File: src/rtl/instr_fetch_queue.sv
// ============================================================================
//  Module      : instr_fetch_queue
//  Description : Fetch stage. Issues word reads over req/ack and buffers
//                {PC, instruction} pairs in a DEPTH-entry FIFO for decode.
//                Define FETCH_PERF_CNT_EN to add the fetch/stall counters.
//  Revision    : 1.0 - initial release
// ============================================================================
`default_nettype none

module instr_fetch_queue #(
    parameter int DEPTH = 4,
    parameter int WIDTH = 32
) (
    input  logic             clk,
    input  logic             rst,
    input  logic [WIDTH-1:0] PC,
    input  logic             flush,
    output logic             PC_stall,
    output logic             imem_req,
    output logic [WIDTH-1:0] imem_addr,
    input  logic             imem_ack,
    input  logic [WIDTH-1:0] imem_rdata,
    output logic             instr_valid,
    input  logic             instr_ready,
    output logic [WIDTH-1:0] instr,
    output logic [WIDTH-1:0] instr_pc
`ifdef FETCH_PERF_CNT_EN
    ,
    output logic [31:0]      perf_fetch_cnt,
    output logic [31:0]      perf_stall_cnt
`endif
);

    localparam int AW = $clog2(DEPTH);
    localparam int CW = AW + 1;
    localparam logic [CW-1:0] C_DEPTH = CW'(DEPTH);

    typedef enum logic [1:0] {
        S_IDLE = 2'd0,
        S_WAIT = 2'd1,
        S_DROP = 2'd2
    } state_t;

    state_t           state_q, state_d;
    logic [WIDTH-1:0] addr_q, addr_d;
    logic [CW-1:0]    count_q;
    logic [AW-1:0]    rptr_q, wptr_q;
    logic [WIDTH-1:0] mem_instr_q [DEPTH];
    logic [WIDTH-1:0] mem_pc_q    [DEPTH];

    logic [WIDTH-1:0] w_pc_aligned;
    logic             w_space;
    logic             w_ack_live;
    logic             w_push;
    logic             w_pop;
    logic             w_pc_lo_unused;

    assign w_pc_aligned   = {PC[WIDTH-1:2], 2'b00};
    assign w_pc_lo_unused = ^PC[1:0];
    assign w_space        = (count_q < C_DEPTH);

    always_comb begin
        state_d   = state_q;
        addr_d    = addr_q;
        imem_req  = 1'b0;
        imem_addr = addr_q;
        case (state_q)
            S_IDLE: begin
                imem_addr = w_pc_aligned;
                if (!flush && w_space) begin
                    imem_req = 1'b1;
                    if (!imem_ack) begin
                        state_d = S_WAIT;
                        addr_d  = w_pc_aligned;
                    end
                end
            end
            S_WAIT: begin
                imem_req = 1'b1;
                if (imem_ack) begin
                    state_d = S_IDLE;
                end else if (flush) begin
                    state_d = S_DROP;
                end
            end
            S_DROP: begin
                if (imem_ack) begin
                    state_d = S_IDLE;
                end
            end
            default: state_d = S_IDLE;
        endcase
        // Outputs are defined as quiet while reset is held, not just after it.
        if (rst) begin
            imem_req  = 1'b0;
            imem_addr = '0;
        end
    end

    assign w_ack_live  = imem_req && imem_ack && (state_q != S_DROP);
    assign w_push      = w_ack_live && !flush;
    assign instr_valid = (count_q != '0);
    assign w_pop       = instr_valid && instr_ready && !flush;
    assign PC_stall    = !w_ack_live && !flush;

    always_ff @(posedge clk or posedge rst) begin
        if (rst) begin
            state_q <= S_IDLE;
            addr_q  <= '0;
        end else begin
            state_q <= state_d;
            addr_q  <= addr_d;
        end
    end

    always_ff @(posedge clk or posedge rst) begin
        if (rst) begin
            count_q <= '0;
            rptr_q  <= '0;
            wptr_q  <= '0;
        end else if (flush) begin
            count_q <= '0;
            rptr_q  <= '0;
            wptr_q  <= '0;
        end else begin
            if (w_push) begin
                wptr_q <= wptr_q + AW'(1);
            end
            if (w_pop) begin
                rptr_q <= rptr_q + AW'(1);
            end
            if (w_push && !w_pop) begin
                count_q <= count_q + CW'(1);
            end else if (w_pop && !w_push) begin
                count_q <= count_q - CW'(1);
            end
        end
    end

    // Storage needs no reset: a slot is only read after being written.
    always_ff @(posedge clk) begin
        if (w_push) begin
            mem_instr_q[wptr_q] <= imem_rdata;
            mem_pc_q[wptr_q]    <= addr_q;
            if (state_q == S_IDLE) begin
                mem_pc_q[wptr_q] <= w_pc_aligned;
            end
        end
    end

    assign instr    = instr_valid ? mem_instr_q[rptr_q] : '0;
    assign instr_pc = instr_valid ? mem_pc_q[rptr_q]    : '0;

`ifdef FETCH_PERF_CNT_EN
    logic [31:0] fetch_cnt_q, stall_cnt_q;

    always_ff @(posedge clk or posedge rst) begin
        if (rst) begin
            fetch_cnt_q <= '0;
            stall_cnt_q <= '0;
        end else begin
            if (w_push) begin
                fetch_cnt_q <= fetch_cnt_q + 32'd1;
            end
            if (count_q == C_DEPTH) begin
                stall_cnt_q <= stall_cnt_q + 32'd1;
            end
        end
    end

    assign perf_fetch_cnt = fetch_cnt_q;
    assign perf_stall_cnt = stall_cnt_q;
`endif

endmodule

`default_nettype wire

File: config.mk
export PLATFORM = sky130hd
export DESIGN_NAME = instr_fetch_queue
export DESIGN_NICKNAME = d
export VERILOG_FILES = /design/src/rtl/instr_fetch_queue.sv
export SDC_FILE = /design/constraint.sdc
export NUM_CORES = 1
export LEC_CHECK = 0
export ABC_AREA = 1
export BUFFER_PORTS_ARGS = -buffer_cell sky130_fd_sc_hd__buf_4
export CELL_PAD_IN_SITES_DETAIL_PLACEMENT = 0
export CELL_PAD_IN_SITES_GLOBAL_PLACEMENT = 1
export CORE_MARGIN = 3
export CORE_UTILIZATION = 40
export DETAILED_ROUTE_END_ITERATION = 7
export GPL_ROUTABILITY_DRIVEN = 1
export GPL_TIMING_DRIVEN = 0
export PLACE_DENSITY = 0.83
export SLEW_MARGIN = 20
export SYNTH_ARGS = -nofsm -noshare
export SYNTH_HDL_FRONTEND = slang
export SYNTH_SLANG_ARGS = --single-unit
File: constraint.sdc
create_clock -name clk -period 6.3 [get_ports clk]
set_input_delay 0.63 -clock clk [delete_from_list [all_inputs] [get_ports clk]]
set_output_delay 0.63 -clock clk [all_outputs]
set_load 0.02 [all_outputs]
* After elaboration in Yosys (flattened, before gate mapping) *
Memories as Yosys holds them, arrays and structs flattened.
Index checks and enable logic that the tools add are counted.

cells by class
  bitwise gates (word level) = 2
  reduce and logical (&&, ||, !) cells = 20
  $mul = 0
  shift-type cells = 0
  equal/unequal tests = 7
  magnitude comparators = 1
  divide/modulo/power cells = 0
  $add $sub $neg = 4
  mux-type cells = 26

operator list
  cell                                                number
  2-to-1 mux 32 bit                                   4
  2-to-1 mux 30 bit                                   1
  2-to-1 mux 2 bit                                    9
  logical AND 1 bit                                   9
  2-to-1 mux 3 bit                                    3
  != test 2 bit (second input constant)               4
  2-to-1 mux 1 bit                                    7
  case mux 2 bit (3 select lines)                     1
  nonzero test 3 bit                                  2
  adder 2 x 1 -> 2 bit (second input constant)        2
  logical NOT 1 bit                                   4
  AND reduction 4 bit                                 1
  nonzero test 2 bit                                  2
  adder 3 x 1 -> 3 bit (second input constant)        1
  less-than comparator 3 bit (second input constant)  1
  != test 3 bit (second input constant)               1
  AND reduction 3 bit                                 1
  subtractor 3 x 1 -> 3 bit (second input constant)   1
  == test 2 x 1 -> 1 bit (second input constant)      1
  == test 2 bit (second input constant)               1
  logical NOT 2 bit                                   1
  case mux 1 bit (2 select lines)                     1
  inverter 1 bit                                      1
  OR 1 bit                                            1

storage, ports and cells
  input bits = 69
  bits in latches = 0
  register bits = 39
  bits in read-only memories = 0
  memory bits (writable) = 248
  logic and storage cells = 67
  output and inout port bits = 99
  memories = 2

memory list
  name         depth  bits a word  rd ports  clocked after Yosys merged registers in  wr ports  RTL line  RTL
  mem_instr_q  4      32           1         0                                        1         48        logic [WIDTH-1:0] mem_instr_q [DEPTH];
  mem_pc_q     4      30           1         0                                        1         49        logic [WIDTH-1:0] mem_pc_q [DEPTH];

* Depth between registers and ports, before layout *
  depth after elaboration = 13
  depth in mapped cells = 13
  depth with buffers taken out = 13

* Worst setup path before layout *
OpenSTA, ideal clock, no wires.

  path type = input to output
  from = input port rst
  to = output port imem_addr[22]
  buffers on the path = 1
  cell stages on the path = 4
  slack = 3.003 ns
  arrival = 2.667 ns
  data required time = 5.670 ns
  cells stage by stage = inv_1 clkbuf_1 o21ai_0 a21oi_1

between the ends
  cells in the longest elaborated chain, start to end = 1

RTL lines
  what                RTL line  RTL
  start: declaration  15        input logic rst,
  2-to-1 mux 32 bit   94        if (rst) begin
  end: declaration    20        output logic [WIDTH-1:0] imem_addr,

No other way between the ends.

* Worst setup path in the final report *
  from = register rptr_q[0]
  to = output port instr_pc[15]

between the ends
  cells in the longest elaborated chain, start to end = 2

RTL lines
  what                      RTL line  RTL
  start: declaration        47        logic [AW-1:0] rptr_q, wptr_q;
  start signal: assignment  130       rptr_q <= rptr_q + AW'(1);
  memory read (4 x 30 bit)  -
  2-to-1 mux 32 bit         152       assign instr_pc = instr_valid ? mem_pc_q[rptr_q] : '0;
  end: declaration          26        output logic [WIDTH-1:0] instr_pc

No other way between the ends.

==> metrics.md <==
| Metric | Value |
|---|---|
| Multi-input gate area | `~3200 µm²` |
| Pin count of the biggest net entering global routing | `approximately 50` |
| DRC | `0` |
| CP peak stage delay | `~0.44 ns` |
| Clock share of power | `0.266` |
| Gpl congestion | `around 0.78` |
| Final period utilization | `0.5179` |
| Post-synth EDFFs | `between 200 and 250` |
| Hold Path Sink | `mem_instr_q[2][30]` |
| Clk_lat worst skew | `0.56 ns` |
| Worst Path Arrival | `around 2.6 ns` |
| CTS clk-pin slew, worst paths | `0.06 ns` |
| Remaining Overflow, GRT | `0` |
| Detailed Routing Iterations Pass 1 | `5` |
| Outcome | `complete, no violations` |
| Max Clock Freq | `slightly above 0.3 GHz` |
| Vias | `about 8500` |
| Most common flop cell mapped by yosys | `edfxtp_1` |
| Crit path cell chain | `buf_4 > clkinv_2 > buf_2 > clkbuf_1 > o21ai_0 > a21oi_1 > buf_4` |
| Initial core utilization | `0.4076` |
| First-pass GRT wire length | `between 40000 and 50000 µm` |
| Cell Rows | `63` |
| Register bit total from synthesis | `between 200 and 300` |
| TritonCTS clock tree | `yes` |
| Slew Viols, Final | `0` |
| Comb power frac | `0.388` |
| Final Power | `between 6000 and 7000 µW` |
| Ys async rst share | `0.1359` |
| Initial antenna violation count | `1` |
| RSZ-0062 raised after global routing | `false` |
| Placed cell areas | `between 10000 and 15000 µm²` |
| PD cells | `around 460 nW/µm²` |
| Crit path kind | `flop to primary output` |
| Hold depth | `1` |
| Crit Reg-Reg Startpoint | `state_q[1]` |
| Remaining antenna violation count | `0` |
| Die Y | `approximately 180 µm` |
| Yosys warnings | `0` |
| Worst-case reg-to-reg path depth | `6` |
| Pre-CTS setup slack | `between 3 and 4 ns` |
| Worst path slowest cell | `clkbuf_1` |
| Core area | `29800 µm²` |
| Final non-filler cell total | `1703` |
| Synth top area share | `0.6132` |
| Final hold viol count | `0` |
| Reg2Reg Capture Point | `mem_instr_q[1][19]` |
| Placed Cells | `around 1600` |
| CTS max path bufs | `3` |
| CTS Sinks | `around 290` |
| Period minus WS final | `between 3 and 4 ns` |
| Die Wd | `180.3 µm` |
| Worst-path fanout max | `10` |
| Root Driver | `clkbuf_16` |
| Static Leak | `about 0.0059 µW` |
| Yosys cell types | `30` |
| CTS Hold Bufs | `0` |
| Full die area | `between 30000 and 40000 µm²` |
| Area leader, netlist | `edfxtp_1` |
| Vias in the first global route | `8537` |
| Flop2flop setup slack | `approximately 3.9 ns` |
| Final setup margin | `roughly 3 ns` |
| Mapped Avg Cell Area | `between 10 and 15 µm²` |
| Setup TNS | `0 ns` |
| Initial DRC count | `~660` |
| Postcts setup bufs | `0` |
| Worst-margin pin slew | `approximately 0.68 ns` |
| Max-cap violation count | `0` |
| Min-delay src | `imem_rdata[30]` |
| Cell area after synthesis | `approximately 12000 µm²` |
| Cell area after layout | `15170 µm²` |
| Final #Nets | `about 1400` |
| H-tree levels | `1` |
| CTS buffer count | `31` |
| Num ports | `168` |
| Via density | `roughly 5.0` |
| Pint | `about 4300 µW` |
| GR Util All Layers | `0.1780` |
| Fill count | `about 2600` |
| PortBufs | `160` |
| Area occupied by registers | `roughly 8400 µm²` |
| Cts repair resizes | `0` |
| Hpwl dp | `between 15000 and 20000 µm` |
| Most Frequent Cell on Critical Path | `buf_4` |
| CP required | `5.67 ns` |
| Synthesis-to-finish area growth | `24.91%` |
| Share of cells above drive strength 1 | `0.2254` |
| Net Switching | `between 2000 and 3000 µW` |
| Worst min path class | `input port to flop` |
| Switching share of power | `0.3794` |
| Reg power frac | `0.346` |
| Total Routed Length | `around 30000 µm` |
| Setup Viol. Count Final | `0` |
| Final setup skew | `roughly 0.012 ns` |
| Routed len/inst | `17.40 µm` |
| Mapped Cells | `roughly 1100` |
| Antenna Cells | `0` |
| Maximum vdd drop | `0.0002613 V` |
| Startpoint types | `flop` |
| Crit end category | `primary output` |
| Post-synth top cells | `258 x nor2_1, 248 x edfxtp_1, 186 x o21ai_0` |
| Largest cells by area after synthesis | `edfxtp_1 61%, dfrtp_1 8.0%, nor2_1 8.0%` |
| Register area share after synthesis | `0.6935` |
| Count leader, synth | `nor2_1` |
| Slew margin rel. | `0.5492` |
[cell families after synthesis]
family,Yosys count,synth area share
and+or+nand+nor,349,0.1122
AOI/OAI and AO/OA,316,0.1410
buffers and inverters,125,0.04646
other,1,0.0003088
DFF,287,0.6935
adders and majority gates,5,0.005769
xor gates and xnor gates,1,0.0007213
[placed cells by master, fill, tap and decap left out, drive strengths merged, types with 4 or more instances in the layout]
| master | Yosys | layout |
|---|---|---|
| bufinv | 0 | 4 |
| conb | 1 | 4 |
| ha | 4 | 4 |
| a21oi | 97 | 97 |
| clkinv | 1 | 9 |
| inv | 52 | 56 |
| o21ai | 218 | 218 |
| clkbuf | 37 | 78 |
| nand2 | 80 | 80 |
| dfrtp | 39 | 39 |
| buf | 35 | 203 |
| edfxtp | 248 | 248 |
| nand3 | 7 | 7 |
| nor2 | 261 | 261 |
[metal layers]
metal,wire [µm],up-vias,GRT usage
met3,2057,49,0.02947
met5,20,-,0
met2,14380,303,0.3057
met1,12580,4037,0.2385
met4,593,2,0.04176
li1,-,4158,-
[worst max path at each step]
| stage | from | endpoint | slack, ns |
|---|---|---|---|
| finish | rptr_q[0] | instr_pc[15] | 3.04 |
| global route | rptr_q[0] | instr[11] | 2.89 |
| CTS | rptr_q[0] | instr_pc[10] | 3.02 |
| detailed placement | flush | mem_instr_q[1][26] | 3.60 |
| global placement | flush | mem_instr_q[1][13] | 1.99 |
| floorplan | rst | imem_addr[22] | 3.00 |
[area by class of cell]
class | count | area share
clock inverters | 17 | 0.01468
repair buffers | 168 | 0.09270
inverters | 53 | 0.01320
plain buffers | 72 | 0.02425
well taps | 390 | 0.03216
multi-input cells | 675 | 0.2129
flip-flops and latches | 287 | 0.5552
clock buffers | 41 | 0.05493
[worst max-delay path: cells and delay by family, from the launching register on]
kind                   cells  cell delay [ns]
AOI/OAI and AO/OA          2             0.46
buffers and inverters      5             1.25
DFF                        1             0.35
[through the flow]
step	hold WS, ns	util
2_1_floorplan	0.4695	-
3_3_place_gp	0.4873	0.4647
3_5_place_dp	0.4957	0.4737
4_1_cts	0.2342	0.5092
5_1_grt	0.2415	0.5092
6_report	0.2638	0.5092
[registers in the layout, summed over array words and instances, names as in the netlist]
name and flops:
mem_instr_q 128, count_q 3, state_q 2, wptr_q 2, addr_q 30, mem_pc_q 120, rptr_q 2
[power by group through the flow]
stage	sequential, µW	clock, µW	combinational [µW]
after floorplan	2420	0	1570
after global placement	2440	0	2660
after detailed placement	2440	0	2710
after CTS	2400	1880	2720
after global routing	2420	1960	2930
final	2410	1850	2690
Power figures use the tool's default switching activity.
